$ cat src/rtl/admm_pkg.sv
// Shared types and default widths for the ADMM iteration sequencer and its phase blocks.
package admm_pkg;

    localparam int unsigned ADMM_MAX_ITER_W = 16;
    localparam int unsigned ADMM_RES_WIDTH  = 32;
    localparam int unsigned ADMM_TIMEOUT_W  = 20;
    localparam int unsigned NUM_PHASES      = 4;

    typedef enum logic [2:0] {
        PH_IDLE   = 3'd0,
        PH_PRIMAL = 3'd1,
        PH_SLACK  = 3'd2,
        PH_DUAL   = 3'd3,
        PH_RESID  = 3'd4
    } phase_e;

    typedef enum logic [2:0] {
        S_IDLE    = 3'd0,
        S_RUN     = 3'd1,
        S_RELEASE = 3'd2,
        S_CHECK   = 3'd3,
        S_FINISH  = 3'd4
    } sched_state_e;

    function automatic phase_e next_phase(input phase_e p);
        case (p)
            PH_PRIMAL: next_phase = PH_SLACK;
            PH_SLACK:  next_phase = PH_DUAL;
            PH_DUAL:   next_phase = PH_RESID;
            default:   next_phase = PH_PRIMAL;
        endcase
    endfunction

    // Bit 0 primal, 1 slack, 2 dual, 3 resid; idle selects nothing.
    function automatic logic [NUM_PHASES-1:0] phase_onehot(input phase_e p);
        case (p)
            PH_PRIMAL: phase_onehot = 4'b0001;
            PH_SLACK:  phase_onehot = 4'b0010;
            PH_DUAL:   phase_onehot = 4'b0100;
            PH_RESID:  phase_onehot = 4'b1000;
            default:   phase_onehot = 4'b0000;
        endcase
    endfunction

endpackage

$ cat src/rtl/admm_phase_hs.sv
// Generic start/done/release handshake with per-phase watchdog, shared by all four phases.
module admm_phase_hs
    import admm_pkg::*;
#(
    parameter int unsigned TIMEOUT_W = ADMM_TIMEOUT_W
) (
    input  logic                  clk,
    input  logic                  rst,
    input  phase_e                phase,
    input  logic                  active,
    input  logic                  releasing,
    input  logic [NUM_PHASES-1:0] done_vec,
    input  logic [TIMEOUT_W-1:0]  limit,
    output logic [NUM_PHASES-1:0] start_vec,
    output logic                  done_hit_c,
    output logic                  released_c,
    output logic                  expired_c
);

    logic [TIMEOUT_W-1:0] wdog;
    logic                 sel_done_c;

    // Done of the currently selected phase only.
    always_comb begin
        sel_done_c = 1'b0;
        case (phase)
            PH_PRIMAL: sel_done_c = done_vec[0];
            PH_SLACK:  sel_done_c = done_vec[1];
            PH_DUAL:   sel_done_c = done_vec[2];
            PH_RESID:  sel_done_c = done_vec[3];
            default:   sel_done_c = 1'b0;
        endcase
    end

    assign done_hit_c = active && sel_done_c;
    assign released_c = releasing && !sel_done_c;
    assign expired_c  = (active || releasing) && (wdog >= limit);

    always_ff @(posedge clk or posedge rst) begin
        if (rst) begin
            start_vec <= '0;
            wdog      <= '0;
        end else begin
            if (active && !sel_done_c && !expired_c) begin
                start_vec <= phase_onehot(phase);
            end else begin
                start_vec <= '0;
            end
            // Counter spans RUN and RELEASE of one phase; restarts once done has fallen.
            if (!(active || releasing) || released_c) begin
                wdog <= '0;
            end else if (wdog != '1) begin
                wdog <= wdog + TIMEOUT_W'(1);
            end
        end
    end

endmodule

$ cat src/rtl/admm_scheduler.sv
// ADMM iteration sequencer: runs primal/slack/dual/resid phases per iteration until convergence,
// iteration limit or watchdog expiry.
module admm_scheduler
    import admm_pkg::*;
#(
    parameter int unsigned MAX_ITER_W = ADMM_MAX_ITER_W,
    parameter int unsigned RES_WIDTH  = ADMM_RES_WIDTH,
    parameter int unsigned TIMEOUT_W  = ADMM_TIMEOUT_W
) (
    input  logic                  clk,
    input  logic                  rst,
    input  logic                  start,
    input  logic [MAX_ITER_W-1:0] max_iter,
    input  logic [TIMEOUT_W-1:0]  phase_timeout,
    input  logic [RES_WIDTH-1:0]  tol_pri,
    input  logic [RES_WIDTH-1:0]  tol_dual,
    output logic                  primal_start,
    output logic                  slack_start,
    output logic                  dual_start,
    output logic                  resid_start,
    input  logic                  primal_done,
    input  logic                  slack_done,
    input  logic                  dual_done,
    input  logic                  resid_done,
    input  logic [RES_WIDTH-1:0]  primal_res,
    input  logic [RES_WIDTH-1:0]  dual_res,
    output logic                  busy,
    output logic                  done,
    output logic                  converged,
    output logic                  timeout_err,
    output logic [MAX_ITER_W-1:0] iter_count,
    output logic [2:0]            cur_phase
);

    sched_state_e          state;
    phase_e                phase;
    logic [MAX_ITER_W-1:0] max_iter_q;
    logic [TIMEOUT_W-1:0]  timeout_q;
    logic [RES_WIDTH-1:0]  tol_pri_q;
    logic [RES_WIDTH-1:0]  tol_dual_q;
    logic [RES_WIDTH-1:0]  pres_q;
    logic [RES_WIDTH-1:0]  dres_q;

    logic [NUM_PHASES-1:0] start_vec;
    logic                  done_hit_c;
    logic                  released_c;
    logic                  expired_c;

    admm_phase_hs #(
        .TIMEOUT_W (TIMEOUT_W)
    ) u_hs (
        .clk        (clk),
        .rst        (rst),
        .phase      (phase),
        .active     (state == S_RUN),
        .releasing  (state == S_RELEASE),
        .done_vec   ({resid_done, dual_done, slack_done, primal_done}),
        .limit      (timeout_q),
        .start_vec  (start_vec),
        .done_hit_c (done_hit_c),
        .released_c (released_c),
        .expired_c  (expired_c)
    );

    assign primal_start = start_vec[0];
    assign slack_start  = start_vec[1];
    assign dual_start   = start_vec[2];
    assign resid_start  = start_vec[3];

    always_ff @(posedge clk or posedge rst) begin
        if (rst) begin
            state       <= S_IDLE;
            phase       <= PH_IDLE;
            max_iter_q  <= '0;
            timeout_q   <= '0;
            tol_pri_q   <= '0;
            tol_dual_q  <= '0;
            pres_q      <= '0;
            dres_q      <= '0;
            busy        <= 1'b0;
            done        <= 1'b0;
            converged   <= 1'b0;
            timeout_err <= 1'b0;
            iter_count  <= '0;
            cur_phase   <= 3'd0;
        end else begin
            case (state)
                S_IDLE: begin
                    if (start) begin
                        max_iter_q  <= max_iter;
                        timeout_q   <= phase_timeout;
                        tol_pri_q   <= tol_pri;
                        tol_dual_q  <= tol_dual;
                        iter_count  <= '0;
                        converged   <= 1'b0;
                        timeout_err <= 1'b0;
                        if (max_iter == '0) begin
                            state <= S_FINISH;
                            done  <= 1'b1;
                        end else begin
                            state     <= S_RUN;
                            phase     <= PH_PRIMAL;
                            cur_phase <= PH_PRIMAL;
                            busy      <= 1'b1;
                        end
                    end
                end
                // A completion in the expiry cycle still counts as a completion.
                S_RUN: begin
                    if (done_hit_c) begin
                        if (phase == PH_RESID) begin
                            pres_q <= primal_res;
                            dres_q <= dual_res;
                        end
                        state <= S_RELEASE;
                    end else if (expired_c) begin
                        timeout_err <= 1'b1;
                        busy        <= 1'b0;
                        done        <= 1'b1;
                        cur_phase   <= 3'd0;
                        state       <= S_FINISH;
                    end
                end
                S_RELEASE: begin
                    if (released_c) begin
                        if (phase == PH_RESID) begin
                            cur_phase <= 3'd0;
                            state     <= S_CHECK;
                        end else begin
                            phase     <= next_phase(phase);
                            cur_phase <= next_phase(phase);
                            state     <= S_RUN;
                        end
                    end else if (expired_c) begin
                        timeout_err <= 1'b1;
                        busy        <= 1'b0;
                        done        <= 1'b1;
                        cur_phase   <= 3'd0;
                        state       <= S_FINISH;
                    end
                end
                S_CHECK: begin
                    iter_count <= iter_count + MAX_ITER_W'(1);
                    if ((pres_q <= tol_pri_q) && (dres_q <= tol_dual_q)) begin
                        converged <= 1'b1;
                        busy      <= 1'b0;
                        done      <= 1'b1;
                        state     <= S_FINISH;
                    end else if ((iter_count + MAX_ITER_W'(1)) == max_iter_q) begin
                        busy  <= 1'b0;
                        done  <= 1'b1;
                        state <= S_FINISH;
                    end else begin
                        phase     <= PH_PRIMAL;
                        cur_phase <= PH_PRIMAL;
                        state     <= S_RUN;
                    end
                end
                S_FINISH: begin
                    if (!start) begin
                        done  <= 1'b0;
                        state <= S_IDLE;
                    end
                end
                default: begin
                    state <= S_IDLE;
                end
            endcase
        end
    end

endmodule
$ cat config.mk
export PLATFORM = sky130hd
export DESIGN_NAME = admm_scheduler
export DESIGN_NICKNAME = d
export VERILOG_FILES = /design/src/rtl/admm_pkg.sv /design/src/rtl/admm_phase_hs.sv /design/src/rtl/admm_scheduler.sv
export SDC_FILE = /design/constraint.sdc
export NUM_CORES = 1
export LEC_CHECK = 0
export BUFFER_PORTS_ARGS = -buffer_cell sky130_fd_sc_hd__buf_2
export CAP_MARGIN = 0
export CELL_PAD_IN_SITES_DETAIL_PLACEMENT = 0
export CELL_PAD_IN_SITES_GLOBAL_PLACEMENT = 2
export CORE_UTILIZATION = 38
export CTS_CLUSTER_SIZE = 16
export DETAILED_ROUTE_END_ITERATION = 7
export GPL_TIMING_DRIVEN = 1
export PLACE_DENSITY = 0.95
export SYNTH_ARGS = -nofsm -noshare
export SYNTH_HDL_FRONTEND = slang
export SYNTH_SLANG_ARGS = --single-unit
$ cat constraint.sdc
create_clock -name clk -period 12.73 [get_ports clk]
set_clock_uncertainty 0.2 [all_clocks]
set_input_delay 1.9095 -clock clk [delete_from_list [all_inputs] [get_ports clk]]
set_output_delay 1.9095 -clock clk [all_outputs]
set_load 0.02 [all_outputs]
==> results.ini <==
[status]
status = completed

[sta]
finalCritPeriodShare_pct = 35.8
max-slew-margin-rel_pct = 32.6
finalSetupViolCount = 0
drv_slew = 0
timing.fmax_mhz = 219
worst_pin_slew_ns = 1.01
setup_ws_ns = 8.17
tns_ns = 0
whs_ns = 0.291
rsz0062_at_grt = no
fin_crit_ns = 4.56
hold_viol = 0

[critical_path]
critPathSlowestCell = nor2_1
crit_path_cell_trace = buf_2 > nor4_1 > nand4_1 > a31oi_1 > or2_2 > nor2_1 > buf_4 > nor2_1 > o21ai_0 > o21ai_0
rr_worst_depth = 9
timing.rr.end = cur_phase[0]
worstSetupStartpointType = input pin
r2r_setup_slack_ns = 9.56
cp_max_fo = 14
end_kind = flop
crit_type = input pin to flop
max_stage_delay_ns = 0.60
crit_family = simple AND/OR/NAND/NOR gates
critPathRequiredTime_ns = 12.96
critPathBufInv = 2
reg2reg_from = iter_count[0]
cp.arrival_ns = 4.79

[global_routing]
grt_start_max_net_pins = 141
track_usage_pct = 17.7
grt_pass1_wl_mm = 44.3
antenna_found_initial = 8
grt_overflow = 0
grt_pass1_vias = 8755

[clocking]
clk_pin_slew_ns = 0.06
cts_made_buffers = 25
cts_hold_buf = 0
cts_max_path_buffers = 3
cts_sinks = 217
clkLatencyLatePin_ns = 0.52
cts_root_buffer = clkbuf_16
htree_num_levels = 1
cts_setup_buffers = 0
cts_resized = 0
cts_tree = built

[detailed_routing]
ant_nets = 0
via_count = 8761
drt-vias-per-instance = 5.14
drt_iter0_drc = 464
wire_per_inst_um = 15.6
drc = 0
first_pass_iters = 5
wl_mm = 26.7

[synth]
syn-num-nets = 1382
yosys_warnings = 0
syn_area_per_cell_sq_um = 10.1
synthTopCellsByArea = dfrtp_1 (48%), ha_1 (9.5%), mux2_1 (5.9%)
synth_flop_cell = dfrtp_1
yosysMostFrequentCell = dfrtp_1
synth_top_area_share_pct = 47.7
yosysTopAreaCell = dfrtp_1
synthArstFlopShare_pct = 100
synth_cell_types = 71
synth_edf_count = 0
synth_seq_area_share_pct = 47.7
yosys-top-cells-count = dfrtp_1 (217), nand2_1 (134), o21ai_0 (123)
syn_inst = 1125
ys_ff_latch = 217
syn_area_sq_um = 11400

[floorplanning]
core.rowCount = 62
core-area_sq_um = 29100
io_pins = 198
start_util_pct = 39.1
die_area_sq_um = 30600
die_h_um = 175
die_w_um = 175

[power]
power_per_cell_area_nw_per_um2 = 188
max-vdd-ir-drop_mv = 0.0945
p_leak_nw = 6.53

[layout]
multi_input_area_sq_um = 5380
fin_area_sq_um = 13400
n_fill_cell = 2852
drive_above_1_share_pct = 21.1
regArea_sq_um = 5430
finalNetCount = 1559
area_growth_pct = 17.9
utilization_pct = 46.1

[job]
maxCapViolations = 0

[hold_path]
holdPathStages = 2
hp-start = timeout_err
hold-path-endpoint = timeout_err
hold_path.class = flop to flop

[place]
dpl-instance-area_sq_um = 12700
dpl.hpwl_mm = 19.1
place_ws_ns = 7.67
io_buffer_count = 197
place_congestion = 0.815

logic make-up after synthesis:
logic type / share of synthesized area, %
AO/OA/AOI/OAI: 12.9
XOR/XNOR: 2.66
adder cells (fa/ha/maj): 9.46
buffers and inverters: 5.09
flip-flops: 47.7
multiplexers: 8.57
AND/OR/NAND/NOR: 13.6
layout by cell type (no fill, tap or decap), types with 4 or more instances in the layout:
| cell | instances |
|---|---|
| mux2_2 | 23 |
| clkbuf_16 | 25 |
| xor2_1 | 17 |
| nor4_2 | 5 |
| nor2_1 | 48 |
| o2bb2ai_1 | 4 |
| clkbuf_1 | 8 |
| nand4_1 | 28 |
| a21oi_1 | 51 |
| mux2_1 | 60 |
| nand3_1 | 24 |
| nand2_1 | 134 |
| inv_1 | 94 |
| nand3b_1 | 5 |
| xnor2_1 | 15 |
| nor4_1 | 8 |
| buf_4 | 5 |
| a31oi_1 | 6 |
| dfrtp_1 | 217 |
| ha_1 | 86 |
| and3_1 | 7 |
| nor2b_1 | 5 |
| nor3_1 | 8 |
| and4_1 | 7 |
| a21o_1 | 14 |
| a221o_1 | 7 |
| mux2i_1 | 4 |
| nand2b_1 | 7 |
| buf_2 | 197 |
| o21ai_0 | 123 |
| or3_1 | 6 |
| diode_2 | 6 |
where the power goes:
| group | leakage (nW) | total, W | internal [W] | switching [W] |
|---|---|---|---|---|
| Combinational | 3.42 | 0.000883 | 0.000350 | 0.000533 |
| Sequential | 2.76 | 0.000988 | 0.000882 | 0.000106 |
| Clock | 0.352 | 0.000651 | 0.000376 | 0.000275 |
| Total | 6.53 | 0.00252 | 0.00161 | 0.000915 |
how the worst max path moves through the flow:
stage                     start             end  slack, ns  cells after the start
global placement    max_iter[0]   iter_count[6]       7.74                     10
finish              max_iter[0]  iter_count[13]       8.17                     10
detailed placement  max_iter[0]  iter_count[13]       7.67                     10
CTS                 max_iter[0]  iter_count[13]       8.20                     10
global route        max_iter[0]  iter_count[14]       7.94                     10
floorplan                   rst            busy       4.68                      1
metal layers:
layer	track usage, %	vias to the layer above	share of wire, %
li1	-	4308	-
met1	24.2	4204	46
met2	28.7	214	47
met3	4.05	31	5.8
met4	3.48	4	1.4
met5	0	-	0.083
flip-flops by register name (all words and copies together) (netlist names):
signal	cells
dres_q	32
pres_q	32
tol_dual_q	32
tol_pri_q	32
timeout_q	20
u_hs.wdog	20
iter_count	16
max_iter_q	16
u_hs.start_vec	4
cur_phase	3
phase	3
state	3
busy	1
converged	1
done	1
timeout_err	1
worst register-to-register path: cells and delay by family (launching register included):
| kind | cells | cell delay, ns |
|---|---|---|
| AO/OA/AOI/OAI | 5 | 1.21 |
| AND/OR/NAND/NOR | 3 | 0.86 |
| flip-flops | 1 | 0.46 |
| adder cells (fa/ha/maj) | 1 | 0.35 |
area by class of cell:
class | count | share of cell area [%]
flip-flops and latches | 217 | 40.5
multi-input cells | 761 | 40.1
repair buffers | 202 | 7.63
clock buffers | 36 | 5.20
well taps | 384 | 3.58
inverters | 95 | 2.71
clock inverters | 4 | 0.196
diodes | 6 | 0.112
through the flow:
step	power, W	cells
after floorplan	0.00165	1125
after global placement	0.00187	1659
after detailed placement	0.00189	1659
after CTS	0.00256	1699
after global routing	0.00273	1702
final	0.00252	1705
Power figures use the tool's default switching activity.
